$ cat src/rtl/xbar_bank_arb.sv
// Per-bank round-robin request arbiter for the cross-bar core.
// Allocates write-buffer IDs and feeds the bank HTU through a one-entry valid/allowIn output stage.
module xbar_bank_arb #(
    parameter int NUM_CH   = 3,
    parameter int ADDR_W   = 32,
    parameter int DATA_W   = 128,
    parameter int ENTRY_W  = 3,
    parameter int NUM_WBUF = 8,
    parameter int WBID_W   = 8
) (
    input  logic                            clk,
    input  logic                            rst,
    input  logic [NUM_CH-1:0]               ch_req_valid_i,
    input  logic [2*NUM_CH-1:0]             ch_req_opcode_i,
    input  logic [ADDR_W*NUM_CH-1:0]        ch_req_addr_i,
    input  logic [DATA_W*NUM_CH-1:0]        ch_req_data_i,
    input  logic [ENTRY_W*NUM_CH-1:0]       ch_req_entry_id_i,
    output logic [NUM_CH-1:0]               ch_req_grant_o,
    output logic                            htu_valid_o,
    input  logic                            htu_allowIn_i,
    output logic [1:0]                      htu_ch_id_o,
    output logic [1:0]                      htu_opcode_o,
    output logic [ADDR_W-1:0]               htu_addr_o,
    output logic [DATA_W-1:0]               htu_data_o,
    output logic [ENTRY_W-1:0]              htu_entry_id_o,
    output logic [WBID_W-1:0]               htu_wbuffer_id_o,
    input  logic                            wbuf_release_valid_i,
    input  logic [WBID_W-1:0]               wbuf_release_id_i,
    output logic [$clog2(NUM_WBUF):0]       wbuf_free_cnt_o,
    output logic                            err_o
);

    localparam int         CH_W     = (NUM_CH > 1) ? $clog2(NUM_CH) : 1;
    localparam int         WIDX_W   = (NUM_WBUF > 1) ? $clog2(NUM_WBUF) : 1;
    localparam int         CNT_W    = $clog2(NUM_WBUF) + 1;
    localparam logic [1:0] OP_WRITE = 2'b01;

    logic [CH_W-1:0]     rr_ptr_r;
    logic [NUM_WBUF-1:0] wbuf_busy_r;
    logic [CNT_W-1:0]    free_cnt_r;
    logic                err_r;

    logic [1:0]          opcode_a [NUM_CH];
    logic [ADDR_W-1:0]   addr_a   [NUM_CH];
    logic [DATA_W-1:0]   data_a   [NUM_CH];
    logic [ENTRY_W-1:0]  entry_a  [NUM_CH];

    logic [NUM_CH-1:0]   eligible_s;
    logic                any_free_s;
    logic                any_eligible_s;
    logic [CH_W-1:0]     winner_s;
    logic                load_s;
    logic                win_is_write_s;
    logic                alloc_s;
    logic                alloc_found_s;
    logic [WIDX_W-1:0]   alloc_idx_s;
    logic [NUM_WBUF-1:0] alloc_mask_s;
    logic [WIDX_W-1:0]   rel_idx_s;
    logic                release_ok_s;
    logic                release_err_s;
    logic [NUM_WBUF-1:0] release_mask_s;
    logic [CH_W-1:0]     rr_next_s;

    // Unpack flat channel buses and compute per-channel eligibility
    always_comb begin
        any_free_s = ~(&wbuf_busy_r);
        for (int i = 0; i < NUM_CH; i++) begin
            opcode_a[i]   = ch_req_opcode_i[2*i +: 2];
            addr_a[i]     = ch_req_addr_i[i*ADDR_W +: ADDR_W];
            data_a[i]     = ch_req_data_i[i*DATA_W +: DATA_W];
            entry_a[i]    = ch_req_entry_id_i[i*ENTRY_W +: ENTRY_W];
            eligible_s[i] = ch_req_valid_i[i] & ((opcode_a[i] != OP_WRITE) | any_free_s);
        end
    end

    // Round-robin search: first eligible channel at or after rr_ptr
    always_comb begin
        winner_s       = '0;
        any_eligible_s = 1'b0;
        for (int k = 0; k < NUM_CH; k++) begin
            int  idx;
            logic hit;
            idx            = int'(rr_ptr_r) + k;
            idx            = (idx >= NUM_CH) ? (idx - NUM_CH) : idx;
            hit            = !any_eligible_s && eligible_s[CH_W'(idx)];
            winner_s       = hit ? CH_W'(idx) : winner_s;
            any_eligible_s = any_eligible_s | hit;
        end
    end

    // Load/grant decision; output stage may refill in the cycle it drains
    always_comb begin
        load_s         = any_eligible_s & (~htu_valid_o | htu_allowIn_i) & ~rst;
        ch_req_grant_o = load_s ? (NUM_CH'(1'b1) << winner_s) : '0;
        win_is_write_s = (opcode_a[winner_s] == OP_WRITE);
        alloc_s        = load_s & win_is_write_s;
        rr_next_s      = (winner_s == CH_W'(NUM_CH - 1)) ? '0 : (winner_s + CH_W'(1'b1));
    end

    // Lowest-index free write buffer
    always_comb begin
        alloc_idx_s   = '0;
        alloc_found_s = 1'b0;
        for (int j = 0; j < NUM_WBUF; j++) begin
            logic hit;
            hit           = !alloc_found_s && !wbuf_busy_r[j];
            alloc_idx_s   = hit ? WIDX_W'(j) : alloc_idx_s;
            alloc_found_s = alloc_found_s | hit;
        end
        alloc_mask_s = alloc_s ? (NUM_WBUF'(1'b1) << alloc_idx_s) : '0;
    end

    // Release check: only a busy, in-range ID may be freed; anything else is a protocol error
    always_comb begin
        rel_idx_s      = wbuf_release_id_i[WIDX_W-1:0];
        release_ok_s   = wbuf_release_valid_i
                         & (int'(wbuf_release_id_i) < NUM_WBUF)
                         & wbuf_busy_r[rel_idx_s];
        release_err_s  = wbuf_release_valid_i & ~release_ok_s;
        release_mask_s = release_ok_s ? (NUM_WBUF'(1'b1) << rel_idx_s) : '0;
    end

    // Arbiter pointer, write-buffer pool and sticky error state
    always_ff @(posedge clk or posedge rst) begin
        if (rst) begin
            rr_ptr_r    <= '0;
            wbuf_busy_r <= '0;
            free_cnt_r  <= CNT_W'(NUM_WBUF);
            err_r       <= 1'b0;
        end else begin
            if (load_s) begin
                rr_ptr_r <= rr_next_s;
            end else begin
                rr_ptr_r <= rr_ptr_r;
            end
            wbuf_busy_r <= (wbuf_busy_r | alloc_mask_s) & ~release_mask_s;
            free_cnt_r  <= free_cnt_r + CNT_W'(release_ok_s) - CNT_W'(alloc_s);
            err_r       <= err_r | release_err_s;
        end
    end

    // One-entry HTU output stage
    always_ff @(posedge clk or posedge rst) begin
        if (rst) begin
            htu_valid_o      <= 1'b0;
            htu_ch_id_o      <= '0;
            htu_opcode_o     <= '0;
            htu_addr_o       <= '0;
            htu_data_o       <= '0;
            htu_entry_id_o   <= '0;
            htu_wbuffer_id_o <= '0;
        end else if (load_s) begin
            htu_valid_o      <= 1'b1;
            htu_ch_id_o      <= 2'(winner_s);
            htu_opcode_o     <= opcode_a[winner_s];
            htu_addr_o       <= {addr_a[winner_s][ADDR_W-1:4], 4'b0000};
            htu_data_o       <= data_a[winner_s];
            htu_entry_id_o   <= entry_a[winner_s];
            htu_wbuffer_id_o <= win_is_write_s ? WBID_W'(alloc_idx_s) : '0;
        end else if (htu_allowIn_i) begin
            htu_valid_o      <= 1'b0;
        end else begin
            htu_valid_o      <= htu_valid_o;
        end
    end

    assign wbuf_free_cnt_o = free_cnt_r;
    assign err_o           = err_r;

endmodule
$ cat config.mk
export PLATFORM = sky130hd
export DESIGN_NAME = xbar_bank_arb
export DESIGN_NICKNAME = d
export VERILOG_FILES = /design/src/rtl/xbar_bank_arb.sv
export SDC_FILE = /design/constraint.sdc
export NUM_CORES = 1
export LEC_CHECK = 0
export CAP_MARGIN = 20
export CELL_PAD_IN_SITES_DETAIL_PLACEMENT = 1
export CELL_PAD_IN_SITES_GLOBAL_PLACEMENT = 1
export CORE_AREA = 4 4 267 269
export DETAILED_ROUTE_END_ITERATION = 6
export DIE_AREA = 0 0 271 273
export PLACE_DENSITY = 0.6
export REMOVE_ABC_BUFFERS = 1
export SETUP_SLACK_MARGIN = 0.15
export SLEW_MARGIN = 20
export SYNTH_ARGS = -nofsm -noshare
export SYNTH_HDL_FRONTEND = slang
export SYNTH_SLANG_ARGS = --single-unit
$ cat constraint.sdc
create_clock -name clk -period 13.7 [get_ports clk]
set_input_delay 2.74 -clock clk [delete_from_list [all_inputs] [get_ports clk]]
set_output_delay 2.74 -clock clk [all_outputs]
set_load 0.01 [all_outputs]
# After elaboration in Yosys (flattened, before gate mapping)
# Index checks and enable logic that the tools add are counted.
# word_totals
regBits	187
latchBits	0
mem_bits_rw	0
mem_bits_ro	0
input_bits	510
out_inout_bits	184
elab_cells	136
mem_count	0
# op_classes
addsub	8
multipliers	0
div_mod_pow	0
order_cmp	9
eq_ne	5
shift	3
mux	43
bitwise	30
n_reduce_logical	27
# op_table
operator	count
$bmux 128 s2	1
$mux 128	2
$bmux 32 s2	1
$mux 32	2
$mux 3	8
$mux 2	11
$logic_not 1->1	16
$mux 8	2
$shl 1x3->8 const A	2
$or 1x1->1	13
$lt 2x4->1 const B	3
$mux 1	10
$and 1x1->1	9
$logic_and 1x1->1	9
$and 8x8->8	1
$lt 8x4->1 const B	1
$not 8->8	1
$or 8x8->8	1
$reduce_and 8->1	1
$bmux 1 s2	3
$bmux 3 s2	1
$ge 3x2->1 const B	2
$ne 2x1->1 const B	3
$sub 2x2->2 const B	3
16 further kinds	19

# Logic depth before layout (Yosys ltp)
# depth
depth_word	25
ltp_mapped	17
mapped_depth_nobuf	15

# Least setup slack after synthesis
# No wires, ideal clock.
# synth_timing
path_type	in2out
startpoint	in ch_req_opcode_i[4]
endpoint	out ch_req_grant_o[1]
arrival_time_ns	4.326
required_ns	10.960
setup_slack_ns	6.634
path_stages	8
n_path_buf	3
path_cell_list	inv_1 o41ai_4 a21bo_2 and3_1 buf_2 buf_2 buf_2 nor2b_1
# synth_via
elab_chain_len	15
elab_cells_between_ends	25
cone_classes	1 x eq/ne; 1 x shift; 13 x mux; 6 x bitwise; 4 x reduce/logical
# synth_lines
item	line_no	text
from (decl)	14	input logic [2*NUM_CH-1:0] ch_req_opcode_i,
$ne 2x1->1 (*)	72	eligible_s[i] = ch_req_valid_i[i] & ((opcode_a[i] != OP_WRITE) | any_free_s);
$or 1x1->1 (*)	72	
$and 1x1->1 (*)	72	
$bmux 1 s2	85	hit = !any_eligible_s && eligible_s[CH_W'(idx)];
$mux 1 (not written as such) (2 in series)	85	
$logic_not 1->1	85	
$logic_and 1x1->1	85	
$or 1x1->1	87	any_eligible_s = any_eligible_s | hit;
$logic_not 1->1	85	
$logic_and 1x1->1	85	
$or 1x1->1	87	
$and 1x1->1 (2 in series)	93	load_s = any_eligible_s & (~htu_valid_o | htu_allowIn_i) & ~rst;
$mux 3 (*)	94	ch_req_grant_o = load_s ? (NUM_CH'(1'b1) << winner_s) : '0;
to (decl)	18	output logic [NUM_CH-1:0] ch_req_grant_o,
# Every way passes the cells marked *; elsewhere a longest branch is shown, timed or not. The select of a mux whose other input is x is not followed.

# Worst setup path in the final report
# layout_timing
startpoint	in ch_req_opcode_i[3]
endpoint	out ch_req_grant_o[2]
# Same word-level chain as after synthesis.

==> flow_summary.json <==
{
  "clock_power_share_pct": 15.6,
  "cts_made_buffers": 17,
  "synth.distinct_cells": 50,
  "pwr-share-seq_pct": 29.4,
  "antenna_found_initial": 0,
  "antenna_cells_inserted": 0,
  "critPathKind": "primary input to output pin",
  "final.setup_skew_ps": 15.81,
  "design.portCount": 694,
  "minimum_setup_slack_in_the_final_design_ps": 5206,
  "clock_tree.htree_level_count": 4,
  "power.density_cell_area_nw_per_um2": 185.7,
  "adder_cell_share_of_the_synthesized_area_pct": 1.021,
  "detailedRoute.firstPassIterationCount": 5,
  "worstPathMaxFanout": 17,
  "synth_simple_gate_area_share_pct": 9.632,
  "synth-warning-count": 0,
  "cts_tree": "yes",
  "ys_top_cells_by_count": "sky130_fd_sc_hd__dfrtp_1, sky130_fd_sc_hd__nor2_1, sky130_fd_sc_hd__a221o_1, sky130_fd_sc_hd__a22oi_1, sky130_fd_sc_hd__buf_2",
  "start_util_pct": 13.58,
  "synth.top_cells.by_area": "sky130_fd_sc_hd__dfrtp_1, sky130_fd_sc_hd__a221o_1, sky130_fd_sc_hd__a22oi_1",
  "power.combinational.fraction_pct": 55.0,
  "fp.dieH_um": 273,
  "num_rows": 96,
  "layout-drive-gt1-share_pct": 3.616,
  "postSynthRegisterBits": 182,
  "kind_of_launch_point_of_the_worst_setup_path": "primary input",
  "placement.setup.worst_slack_ps": 5249,
  "total_leakage_power_nw": 6.596,
  "crit_path_end_kind": "output pin",
  "vdd.ir_drop.worst_v": 0.0001132,
  "timing_max_transition_violations_final": 0,
  "post-route-drc-count": 0,
  "global_route.usage.total_pct": 12.28,
  "clkSinkCount": 182,
  "setup_repair_after_global_routing_missed_its_margin": "no",
  "clock_latency_ps": 470,
  "placeableCoreArea_um2": 68590,
  "postCtsHoldBufs": 0,
  "post-synth-top-area-cell": "sky130_fd_sc_hd__dfrtp_1",
  "drt-wirelength-per-cell_um": 19.44,
  "crit_arrival_ps": 5750,
  "drt_wl_total_um": 47660,
  "detailed_placer_s_ending_hpwl_um": 36390,
  "post_synth_mux_area_share_pct": 0.4836,
  "post-cts-setup-buffers": 0,
  "synth_top_flop_cell": "sky130_fd_sc_hd__dfrtp_1",
  "total_power_mw": 3.245,
  "netlist_instances": 898,
  "first_global_vias": 11219,
  "synthesis.area_um2": 9314,
  "switching_share_pct": 38.94,
  "min_path_type": "register to register",
  "p_int_mw": 1.982,
  "outcome": "completed",
  "grt_overflow_total": 0,
  "pin_count_of_the_biggest_net_entering_global_routing": 168,
  "areaGrowthSynthToFinish_pct": 87.59,
  "timing.max_slew.rel_slack_pct": 33.72,
  "design.final.nets": 2025,
  "port_buffers": 672,
  "synth-compound-area-share_pct": 33.73,
  "via_per_inst": 4.210,
  "synth_edf_count": 0,
  "final_core_utilization_pct": 25.47,
  "initialDrtViolationCount": 412,
  "upper_clock_frequency_limit_mhz": 117.7,
  "sequential_share_of_the_synthesized_area_pct": 48.91,
  "antenna_violating_nets_post_route": 0,
  "final-setup-viol-count": 0,
  "p_sw_mw": 1.263,
  "cts.root.buffer_cell": "sky130_fd_sc_hd__clkbuf_16",
  "critPathRequiredTime_ps": 10960,
  "async_flop_share_pct": 100.0,
  "synth_top_family_by_area": "compound AO/OA/AOI/OAI gates",
  "yosys.cell_count.top_type": "sky130_fd_sc_hd__dfrtp_1",
  "die_area_um2": 73980,
  "die-width_um": 271,
  "cts_resized": 0,
  "worst_pin_slew_ps": 994.1,
  "routability_congestion_estimate": 0.8406,
  "clkSlewWorstSetupHoldPaths_ps": 70,
  "post_synth_xor_area_fraction_pct": 0.2821,
  "finalCritPeriodShare_pct": 62.00,
  "period_minus_slack_ps": 8494,
  "syn_area_per_cell_um2": 10.37,
  "vias": 10322,
  "drv.max_cap_violation_count": 0,
  "synth_top_cell_area_share_pct": 48.63,
  "first_pass_grt_wire_length_um": 70210,
  "hold_viol_final": 0,
  "cts_max_path_buffers": 2
}
worst max-delay path, stage by stage:
cell	delay, ps
sky130_fd_sc_hd__clkdlybuf4s50_1	440
sky130_fd_sc_hd__nand2b_1	180
sky130_fd_sc_hd__nor3_1	150
sky130_fd_sc_hd__o21ai_0	240
sky130_fd_sc_hd__nor3_4	740
sky130_fd_sc_hd__buf_4	400
sky130_fd_sc_hd__nor2b_1	230
sky130_fd_sc_hd__clkdlybuf4s50_1	600
power groups by stage:
stage / clock network [mW] / registers [mW] / logic (mW)
after CTS: 0.534 / 0.955 / 1.81
final: 0.506 / 0.953 / 1.79
after floorplan: 0 / 1.05 / 0.822
after global placement: 0 / 0.949 / 1.78
after global routing: 0.556 / 0.985 / 1.92
after detailed placement: 0 / 0.959 / 1.81
stage by stage:
stage	area, um^2	setup TNS (ps)	hold WS, ps	cells
global placement	16910	0	439.9	2420
global route	17470	0	500.6	2452
finish	17470	0	468.5	2452
floorplan	8874	-605170	476.1	806
CTS	17470	0	479.4	2452
detailed placement	16910	0	462.5	2420
layer usage:
metal,part of all wire [%],up-vias,wire length (um),GRT usage (%)
li1,-,4723,-,-
met1,39,5146,18420,13.57
met2,53,410,25170,22.46
met3,6.6,43,3135,3.881
met4,2.0,0,938,3.811
met5,0,-,0,0
cells in the final DEF (no fill, tap or decap), types with 2 or more instances in the layout:
master                            synthesis  layout
sky130_fd_sc_hd__xnor2_1                  3       3
sky130_fd_sc_hd__nand2b_1                 3       3
sky130_fd_sc_hd__a22oi_1                159     159
sky130_fd_sc_hd__inv_6                    0       4
sky130_fd_sc_hd__clkdlybuf4s50_1          0     672
sky130_fd_sc_hd__clkbuf_1                41       2
sky130_fd_sc_hd__ha_1                     6       6
sky130_fd_sc_hd__buf_4                    9       9
sky130_fd_sc_hd__a221o_1                159     159
sky130_fd_sc_hd__inv_1                   21      20
sky130_fd_sc_hd__conb_1                   1       9
sky130_fd_sc_hd__nor4_1                   2       2
sky130_fd_sc_hd__nand4_2                  2       2
sky130_fd_sc_hd__clkinvlp_4               0       2
sky130_fd_sc_hd__clkbuf_16                0      17
sky130_fd_sc_hd__o21ai_0                 14      14
sky130_fd_sc_hd__inv_8                    0       2
sky130_fd_sc_hd__o32ai_1                  2       2
sky130_fd_sc_hd__nor2_1                 165     165
sky130_fd_sc_hd__or3_1                    2       2
sky130_fd_sc_hd__a31oi_1                  3       3
sky130_fd_sc_hd__nand3_1                  4       4
sky130_fd_sc_hd__nand2_1                 16      16
sky130_fd_sc_hd__dfrtp_1                181     181
sky130_fd_sc_hd__clkinv_4                 0       2
sky130_fd_sc_hd__nor3_4                   0       2
sky130_fd_sc_hd__buf_12                   0       2
sky130_fd_sc_hd__nor2b_1                  3       3
sky130_fd_sc_hd__clkinv_2                 0       2
sky130_fd_sc_hd__mux4_2                   2       2
sky130_fd_sc_hd__nor3_1                   5       5
sky130_fd_sc_hd__a211oi_1                 2       2
sky130_fd_sc_hd__a21o_1                   6       6
sky130_fd_sc_hd__a21oi_1                 12      12
flip-flops by register name (all words and copies together) (netlist names):
name,cells
err_o,1
htu_addr_o,28
htu_ch_id_o,2
htu_data_o,128
htu_entry_id_o,3
htu_opcode_o,2
htu_valid_o,1
htu_wbuffer_id_o,3
rr_ptr_r,2
wbuf_busy_r,8
wbuf_free_cnt_o,4
final cells by class:
type / count / area (um^2)
Timing Repair Buffer: 683 / 6834
Inverter: 21 / 86.33
Clock buffer: 20 / 446.7
Clock inverter: 12 / 118.9
Fill cell: 7802 / 51110
Tap cell: 931 / 1165
Multi-Input combinational cell: 603 / 4265
Sequential cell: 182 / 4556
cell families (layout without fill, tap and decap cells):
kind of cell | after synthesis | in the layout
simple gates | 213 | 213
other cells | 1 | 9
mux | 2 | 2
buf+inv | 121 | 736
flops | 182 | 182
xor+xnor | 3 | 3
fa+ha+maj | 7 | 7
compound gates | 369 | 369
path summary, 6_finish.rpt:
check                                    from                 end  slack, ps  cells past startpoint
setup / recovery           ch_req_opcode_i[3]   ch_req_grant_o[2]       5210                      8
hold / removal                          err_o               err_o        470                      1
setup reg to reg                  rr_ptr_r[0]  wbuf_free_cnt_o[2]       9240                     16
hold reg to reg                         err_o               err_o        470                      1
max in group asynchronous                 rst       htu_data_o[0]       9670                      3
min in group asynchronous                 rst      htu_addr_o[13]       2790                      2
(Power assumes the default switching activity.)
